$ cat config.mk
export PLATFORM = sky130hd
export DESIGN_NAME = data_write_port_flat
export DESIGN_NICKNAME = d
export VERILOG_FILES = /design/src/rtl/data_write_port_pkg.sv /design/src/rtl/data_write_port_if.sv /design/src/rtl/data_write_port_fifo.sv /design/src/rtl/data_write_port.sv /design/src/flat_wrapper.sv
export SDC_FILE = /design/constraint.sdc
export NUM_CORES = 1
export LEC_CHECK = 0
export CAP_MARGIN = 20
export CORE_ASPECT_RATIO = 0.8
export CORE_MARGIN = 2
export CORE_UTILIZATION = 35
export DETAILED_ROUTE_END_ITERATION = 7
export REMOVE_ABC_BUFFERS = 1
export SLEW_MARGIN = 10
export SYNTH_ARGS = -nofsm -noshare
export SYNTH_HDL_FRONTEND = slang
export SYNTH_SLANG_ARGS = --single-unit
$ cat constraint.sdc
create_clock -name clock -period 5.8 [get_ports clock]
set_input_delay 1.16 -clock clock [delete_from_list [all_inputs] [get_ports clock]]
set_output_delay 1.16 -clock clock [all_outputs]
set_load 0.05 [all_outputs]
$ cat src/rtl/data_write_port_pkg.sv
// rtl/data_write_port_pkg.sv - shared types and constants for the posted-write store port
package data_write_port_pkg;

    typedef logic [31:0] regval_t;

    localparam int WriteBufferDepth = 4;

    typedef struct packed {
        logic [29:0] word_address;
        regval_t     data;
    } wb_entry_t;

    typedef enum logic {
        BUS_IDLE  = 1'b0,
        BUS_ISSUE = 1'b1
    } bus_state_e;

endpackage

$ cat src/rtl/data_write_port_if.sv
// rtl/data_write_port_if.sv - store handshake and data bus signals of the write port
interface data_write_port_if;
    import data_write_port_pkg::*;

    logic        address_enable;
    regval_t     address;
    regval_t     data;
    logic        data_valid;

    logic        bus_write;
    logic [29:0] bus_address;
    regval_t     bus_writedata;
    logic        bus_waitrequest;

    // master: write stage plus data bus; slave: the write port itself
    modport master (
        output address_enable, address, data, bus_waitrequest,
        input  data_valid, bus_write, bus_address, bus_writedata
    );

    modport slave (
        input  address_enable, address, data, bus_waitrequest,
        output data_valid, bus_write, bus_address, bus_writedata
    );
endinterface

$ cat src/rtl/data_write_port_fifo.sv
// rtl/data_write_port_fifo.sv - circular posted-write buffer with per-entry valid bits for probing
module write_buffer_fifo
    import data_write_port_pkg::*;
#(
    parameter int Depth = WriteBufferDepth
) (
    input  logic                       clock,
    input  logic                       reset_n,
    input  logic                       push,
    input  wb_entry_t                  push_entry,
    input  logic                       pop,
    output wb_entry_t                  head,
    output wb_entry_t                  entries [Depth],
    output logic [Depth-1:0]           valid,
    output logic [$clog2(Depth)-1:0]   rd_idx,
    output logic [$clog2(Depth):0]     count,
    output logic                       full,
    output logic                       empty
);
    localparam int AW = $clog2(Depth);
    localparam logic [AW:0] PtrOne = {{AW{1'b0}}, 1'b1};

    logic [AW:0]      wr_ptr_q, wr_ptr_d;
    logic [AW:0]      rd_ptr_q, rd_ptr_d;
    wb_entry_t        mem_q [Depth];
    wb_entry_t        mem_d [Depth];
    logic [Depth-1:0] valid_q, valid_d;

    always_comb begin
        wr_ptr_d = wr_ptr_q;
        rd_ptr_d = rd_ptr_q;
        mem_d    = mem_q;
        valid_d  = valid_q;
        if (push) begin
            mem_d[wr_ptr_q[AW-1:0]]   = push_entry;
            valid_d[wr_ptr_q[AW-1:0]] = 1'b1;
            wr_ptr_d                  = wr_ptr_q + PtrOne;
        end
        // push and pop never share a slot: push needs !full, pop needs !empty
        if (pop) begin
            valid_d[rd_ptr_q[AW-1:0]] = 1'b0;
            rd_ptr_d                  = rd_ptr_q + PtrOne;
        end
    end

    always_ff @(posedge clock or negedge reset_n) begin
        if (!reset_n) begin
            wr_ptr_q <= '0;
            rd_ptr_q <= '0;
            valid_q  <= '0;
            for (int i = 0; i < Depth; i++) begin
                mem_q[i] <= '0;
            end
        end else begin
            wr_ptr_q <= wr_ptr_d;
            rd_ptr_q <= rd_ptr_d;
            valid_q  <= valid_d;
            mem_q    <= mem_d;
        end
    end

    assign head    = mem_q[rd_ptr_q[AW-1:0]];
    assign entries = mem_q;
    assign valid   = valid_q;
    assign rd_idx  = rd_ptr_q[AW-1:0];
    assign count   = wr_ptr_q - rd_ptr_q;
    assign empty   = (wr_ptr_q == rd_ptr_q);
    assign full    = (wr_ptr_q[AW] != rd_ptr_q[AW]) && (wr_ptr_q[AW-1:0] == rd_ptr_q[AW-1:0]);

endmodule

$ cat src/rtl/data_write_port.sv
// rtl/data_write_port.sv - store responder: accepts stores into a posted-write buffer and drains them to the bus
module data_write_port
    import data_write_port_pkg::*;
#(
    parameter int Depth      = WriteBufferDepth,
    parameter int CountWidth = 16
) (
    input  logic                  clock,
    input  logic                  reset_n,
    data_write_port_if.slave      port_if,
    input  regval_t               probe_address,
    output logic                  probe_hit,
    output regval_t               probe_data,
    output logic                  is_empty,
    output logic                  misaligned,
    output logic [CountWidth-1:0] store_count
);
    localparam int AW = $clog2(Depth);

    bus_state_e            state_q, state_d;
    logic                  misaligned_q, misaligned_d;
    logic [CountWidth-1:0] store_count_q, store_count_d;

    logic             aligned;
    logic             push;
    logic             pop;
    logic             full;
    logic             empty;
    wb_entry_t        push_entry;
    wb_entry_t        head;
    wb_entry_t        entries [Depth];
    logic [Depth-1:0] valid;
    logic [AW-1:0]    rd_idx;
    logic [AW:0]      count;
    logic             unused_probe_bits;

    assign aligned    = (port_if.address[1:0] == 2'b00);
    // misaligned stores are acknowledged even when full so the write stage never deadlocks on them
    assign port_if.data_valid = port_if.address_enable && (!aligned || !full);
    assign push       = port_if.address_enable && aligned && !full;
    assign pop        = port_if.bus_write && !port_if.bus_waitrequest;
    assign push_entry = '{word_address: port_if.address[31:2], data: port_if.data};

    write_buffer_fifo #(.Depth(Depth)) u_fifo (
        .clock      (clock),
        .reset_n    (reset_n),
        .push       (push),
        .push_entry (push_entry),
        .pop        (pop),
        .head       (head),
        .entries    (entries),
        .valid      (valid),
        .rd_idx     (rd_idx),
        .count      (count),
        .full       (full),
        .empty      (empty)
    );

    always_comb begin
        state_d       = state_q;
        misaligned_d  = misaligned_q || (port_if.address_enable && !aligned);
        store_count_d = store_count_q + CountWidth'(pop);
        case (state_q)
            BUS_IDLE:  if (push) state_d = BUS_ISSUE;
            BUS_ISSUE: if (pop && (count == {{AW{1'b0}}, 1'b1}) && !push) state_d = BUS_IDLE;
            default:   state_d = BUS_IDLE;
        endcase
    end

    always_ff @(posedge clock or negedge reset_n) begin
        if (!reset_n) begin
            state_q       <= BUS_IDLE;
            misaligned_q  <= 1'b0;
            store_count_q <= '0;
        end else begin
            state_q       <= state_d;
            misaligned_q  <= misaligned_d;
            store_count_q <= store_count_d;
        end
    end

    assign port_if.bus_write     = (state_q == BUS_ISSUE);
    assign port_if.bus_address   = head.word_address;
    assign port_if.bus_writedata = head.data;

    // walk oldest to youngest from the read index so the last match found is the youngest store
    always_comb begin
        logic [AW-1:0] idx;
        idx        = '0;
        probe_hit  = 1'b0;
        probe_data = '0;
        for (int k = 0; k < Depth; k++) begin
            idx = rd_idx + AW'(k);
            if (valid[idx] && (entries[idx].word_address == probe_address[31:2])) begin
                probe_hit  = 1'b1;
                probe_data = entries[idx].data;
            end
        end
    end

    assign unused_probe_bits = ^probe_address[1:0];
    assign is_empty          = empty;
    assign misaligned        = misaligned_q;
    assign store_count       = store_count_q;

endmodule

$ cat src/flat_wrapper.sv
// flat-port wrapper written by rule: the top's interface ports become plain ports
module data_write_port_flat import data_write_port_pkg::*;
#(
    parameter int Depth      = WriteBufferDepth,
    parameter int CountWidth = 16
)
  (clock, reset_n, probe_address, probe_hit, probe_data, is_empty, misaligned, store_count, port_if_address_enable, port_if_address, port_if_data, port_if_bus_waitrequest, port_if_data_valid, port_if_bus_write, port_if_bus_address, port_if_bus_writedata);
  data_write_port_if port_if_i ();
  input  logic clock;
  input  logic reset_n;
  input  regval_t probe_address;
  output logic probe_hit;
  output regval_t probe_data;
  output logic is_empty;
  output logic misaligned;
  output logic [CountWidth-1:0] store_count;
  input wire logic [$bits(port_if_i.address_enable)-1:0] port_if_address_enable;
  input wire logic [$bits(port_if_i.address)-1:0] port_if_address;
  input wire logic [$bits(port_if_i.data)-1:0] port_if_data;
  input wire logic [$bits(port_if_i.bus_waitrequest)-1:0] port_if_bus_waitrequest;
  output wire logic [$bits(port_if_i.data_valid)-1:0] port_if_data_valid;
  output wire logic [$bits(port_if_i.bus_write)-1:0] port_if_bus_write;
  output wire logic [$bits(port_if_i.bus_address)-1:0] port_if_bus_address;
  output wire logic [$bits(port_if_i.bus_writedata)-1:0] port_if_bus_writedata;
  assign port_if_i.address_enable = port_if_address_enable;
  assign port_if_i.address = port_if_address;
  assign port_if_i.data = port_if_data;
  assign port_if_i.bus_waitrequest = port_if_bus_waitrequest;
  assign port_if_data_valid = port_if_i.data_valid;
  assign port_if_bus_write = port_if_i.bus_write;
  assign port_if_bus_address = port_if_i.bus_address;
  assign port_if_bus_writedata = port_if_i.bus_writedata;
  data_write_port #(.Depth(Depth), .CountWidth(CountWidth)) u_core (.clock(clock), .reset_n(reset_n), .port_if(port_if_i), .probe_address(probe_address), .probe_hit(probe_hit), .probe_data(probe_data), .is_empty(is_empty), .misaligned(misaligned), .store_count(store_count));
endmodule
==> reports/qor.yml <==
slowest_delay_ns: 0.60
syn_inst: 1483
hold_buffers: 0
r2r_slack_ns: 2.36
path_max_fanout: 65
hold_violations: 0
first_iter_violations: 1085
grt_max_degree: 101
synth_area_per_cell_um2: 13.37
hold_start: "u_core.store_count[15]"
maxCapViolations: 0
combPwrFrac: 0.645
rows: 78
cts_tree: "built"
synth_compound_area_frac: 0.06504
chipWidth_um: 270.1
cp.required_ns: 4.64
power_density_nw_per_um2: 716.4
synth_area_um2: 19830
synthAdderAreaFrac: 0.008580
grt_usage: 0.2080
fin_setup_tns_ns: 0
switching_share: 0.4439
viasPerCell: 5.953
antenna_found_initial: 6
syn2layout_area_growth_pct: 24.45
relSlewSlack: 0.3739
synth_edf_count: 0
fill_cells: 5175
grt_pass1_wl_um: 93980
ir_drop_uv: 424.7
synthFlopType: "dfrtp_1"
start_util: 0.3522
p_total_mw: 17.68
power.share.clock: 0.130
io_buffer_count: 212
worstMarginPinSlew_ns: 0.9391
drtAntennaViolNets: 0
wirelength_um: 61560
layout-drive-gt1-share: 0.3820
min_to: "u_core.store_count[15]"
rr_startpoint: "u_core.u_fifo.rd_ptr_q[0]"
ys_warn_count: 0
clkTransAtPathRegs_ns: 0.05
clkSinkCount: 276
cp-end-kind: "output port"
hold_path.class: "flip-flop to flip-flop"
slew_violations: 0
cts_buffer_depth: 3
arrival_ns: 4.48
die_area_um2: 58600
routed-via-count: 14609
num_io_pins: 215
seqPwrFrac: 0.225
p_int_mw: 9.832
first_pass_iters: 7
die_h_um: 216.9
crit_path_cell_trace: "buf_4 > buf_4 > mux4_2 > xnor2_1 > nand4_1 > nor4_2 > nand4b_1 > buf_12 > o311ai_1 > o21a_1 > buf_12"
min_period_ns: 5.641
route.detailed.drc: 0
crit_family: "buffers and inverters"
p_leak_nw: 9.966
synth.area.mux_share: 0.4433
synth-simple-area-share: 0.04075
synthXorXnorAreaFrac: 0.05299
crit_buf_inv: 4
ff2ff_path_depth: 7
ys_seq_area_frac: 0.3482
grt_pass1_vias: 14814
grt_overflow: 0
switching_power_mw: 7.849
core_um2: 56310
skew_ns: 0.02969
globalplace.congestion: 0.9425
hold_path_depth: 1
outcome: "completed"
fin_nets: 1778
cts-root-buf: "clkbuf_16"
wl_per_cell_um: 25.09
synth_top_family_by_area: "multiplexers"
setup_viol: 0
ys_async_sr_fraction: 1.000
max_freq_mhz: 177.3
htree_levels: 2
critPathSlowestCell: "mux4_2"
crit_type: "flip-flop to output port"
ys_types: 60
cts_buffers: 36
min_period_over_period: 0.9726
clock_latency_ns: 0.56
ys_ff_latch: 276
start_kind: "flip-flop"
r2r-end: "u_core.u_fifo.entries[223]"
place.detailed.hpwl_um: 41530
==> worst reg2reg max path: stages, from the launching register on <==
cell     delay, ns
dfrtp_4       0.54
buf_4         0.24
ha_1          0.33
nand3_1       0.10
and3_1        0.41
nand2_4       0.58
buf_4         0.70
mux2_2        0.43
==> Yosys cell counts (30+ instances only) <==
master	number	area, um^2
buf_2	33	165.2
clkbuf_1	62	232.7
dfrtp_1	276	6907
mux2_2	260	2928
mux2i_1	129	1291
mux4_2	203	4572
nand2_1	34	127.6
nand3_1	47	235.2
o21a_1	33	247.7
o311ai_1	31	271.5
xnor2_1	90	788.3
xor2_1	30	262.8
==> worst max-delay path by stage <==
stage | slack (ns) | start | endpoint | cells past startpoint
4_1_cts | 0.004 | u_core.u_fifo.rd_ptr_q[0] | probe_data[10] | 12
3_5_place_dp | 0.32 | probe_address[4] | probe_data[12] | 12
6_report | 0.16 | u_core.u_fifo.rd_ptr_q[0] | probe_data[12] | 11
5_1_grt | -0.01 | u_core.u_fifo.rd_ptr_q[1] | probe_data[29] | 15
2_1_floorplan | -13.37 | u_core.u_fifo.rd_ptr_q[0] | probe_hit | 9
3_3_place_gp | 0.31 | probe_address[6] | probe_data[1] | 12
==> registers in the layout, summed over array words and instances (netlist names) <==
signal,count
u_core.store_count,16
u_core.port_if.bus_write,1
u_core.u_fifo.rd_ptr_q,3
u_core.misaligned,1
u_core.u_fifo.valid,4
u_core.u_fifo.wr_ptr_q,3
u_core.u_fifo.entries,248
==> cells by family (layout without fill, tap and decap cells) <==
group	count (synthesis)	count (layout)
buffers and inverters	151	359
AOI/OAI and AO/OA	170	170
xor gates and xnor gates	120	120
DFF	276	276
adders and majority gates	13	13
other	0	3
and+or+nand+nor	161	161
muxes	592	592
==> metrics by stage <==
step / hold slack (ns) / instance area [um^2] / utilization / instances / setup slack [ns]
global placement: 0.4584 / 23130 / 0.4107 / 2373 / 0.3056
floorplan: 0.4642 / 19070 / - / 1347 / -13.37
global route: 0.4873 / 24680 / 0.4383 / 2454 / -0.01219
CTS: 0.4806 / 24510 / 0.4353 / 2446 / 0.003620
detailed placement: 0.4645 / 23130 / 0.4107 / 2373 / 0.3178
finish: 0.4751 / 24680 / 0.4383 / 2454 / 0.1592
==> routing by layer <==
layer  wire length (um)  share of wire  up-vias  track usage
met2              29170           0.47      545       0.3248
met4               1311          0.021        6      0.06593
met3               4220          0.069       88      0.03586
met5                 37        0.00060        -            0
li1                   -              -     6237            -
met1              26820           0.44     7733       0.2954
==> repair_timing <==
item | 4_1_cts | 5_1_grt
gates resized for setup | 5 | 12
pin swaps | 1 | 1
gates cloned | 1 | 3
setup buffers | 8 | 2
setup endpoints to repair | 33 | 32
==> power by group through the flow <==
stage	clock (mW)	sequential, mW	combinational [mW]
after detailed placement	0	3.96	11.0
after floorplan	0	4.02	7.73
after global routing	2.45	4.13	12.0
after global placement	0	3.84	10.8
final	2.30	3.98	11.4
after CTS	2.37	3.93	11.3
==> cell usage in the layout, fill, tap and decap left out, drive strengths merged, types with 3 or more instances in the layout <==
cell           synthesis  routed
a221oi                 6       6
nand2                 34      34
diode                  0       3
dfrtp                276     276
xnor2                 90      90
o21a                  33      33
bufinv                 0       3
a2bb2oi                5       5
o22ai                 12      12
a2111oi                3       3
nand4                 19      19
ha                    12      12
mux4                 203     203
mux2i                129     129
a21oi                 26      26
o211ai                 4       4
a31oi                  4       4
and2                   3       3
o21ai                 12      12
nor4                  12      12
o221ai                 3       3
xor2                  30      30
buf                   74      98
nand2b                 6       6
inv                   15      17
clkdlybuf4s50          0     178
and3                   4       4
mux2                 260     260
a22oi                  5       5
o311ai                32      32
o2111ai                9       9
clkbuf                62      58
clkinv                 0       4
nor3                   4       4
nor2                  26      26
nand3                 47      47
==> layout make-up <==
cell class	count	area, um^2	share of cell area
sequential	276	6914	0.2801
timing repair buffer	280	3272	0.1326
multi-input combinational	1056	12270	0.4971
tap	760	950.9	0.03853
antenna	3	7.507	0.0003042
clock buffer	55	1084	0.04390
inverter	15	56.30	0.002281
clock inverter	9	127.6	0.005171
No activity file was read; power rests on OpenSTA's default activity.
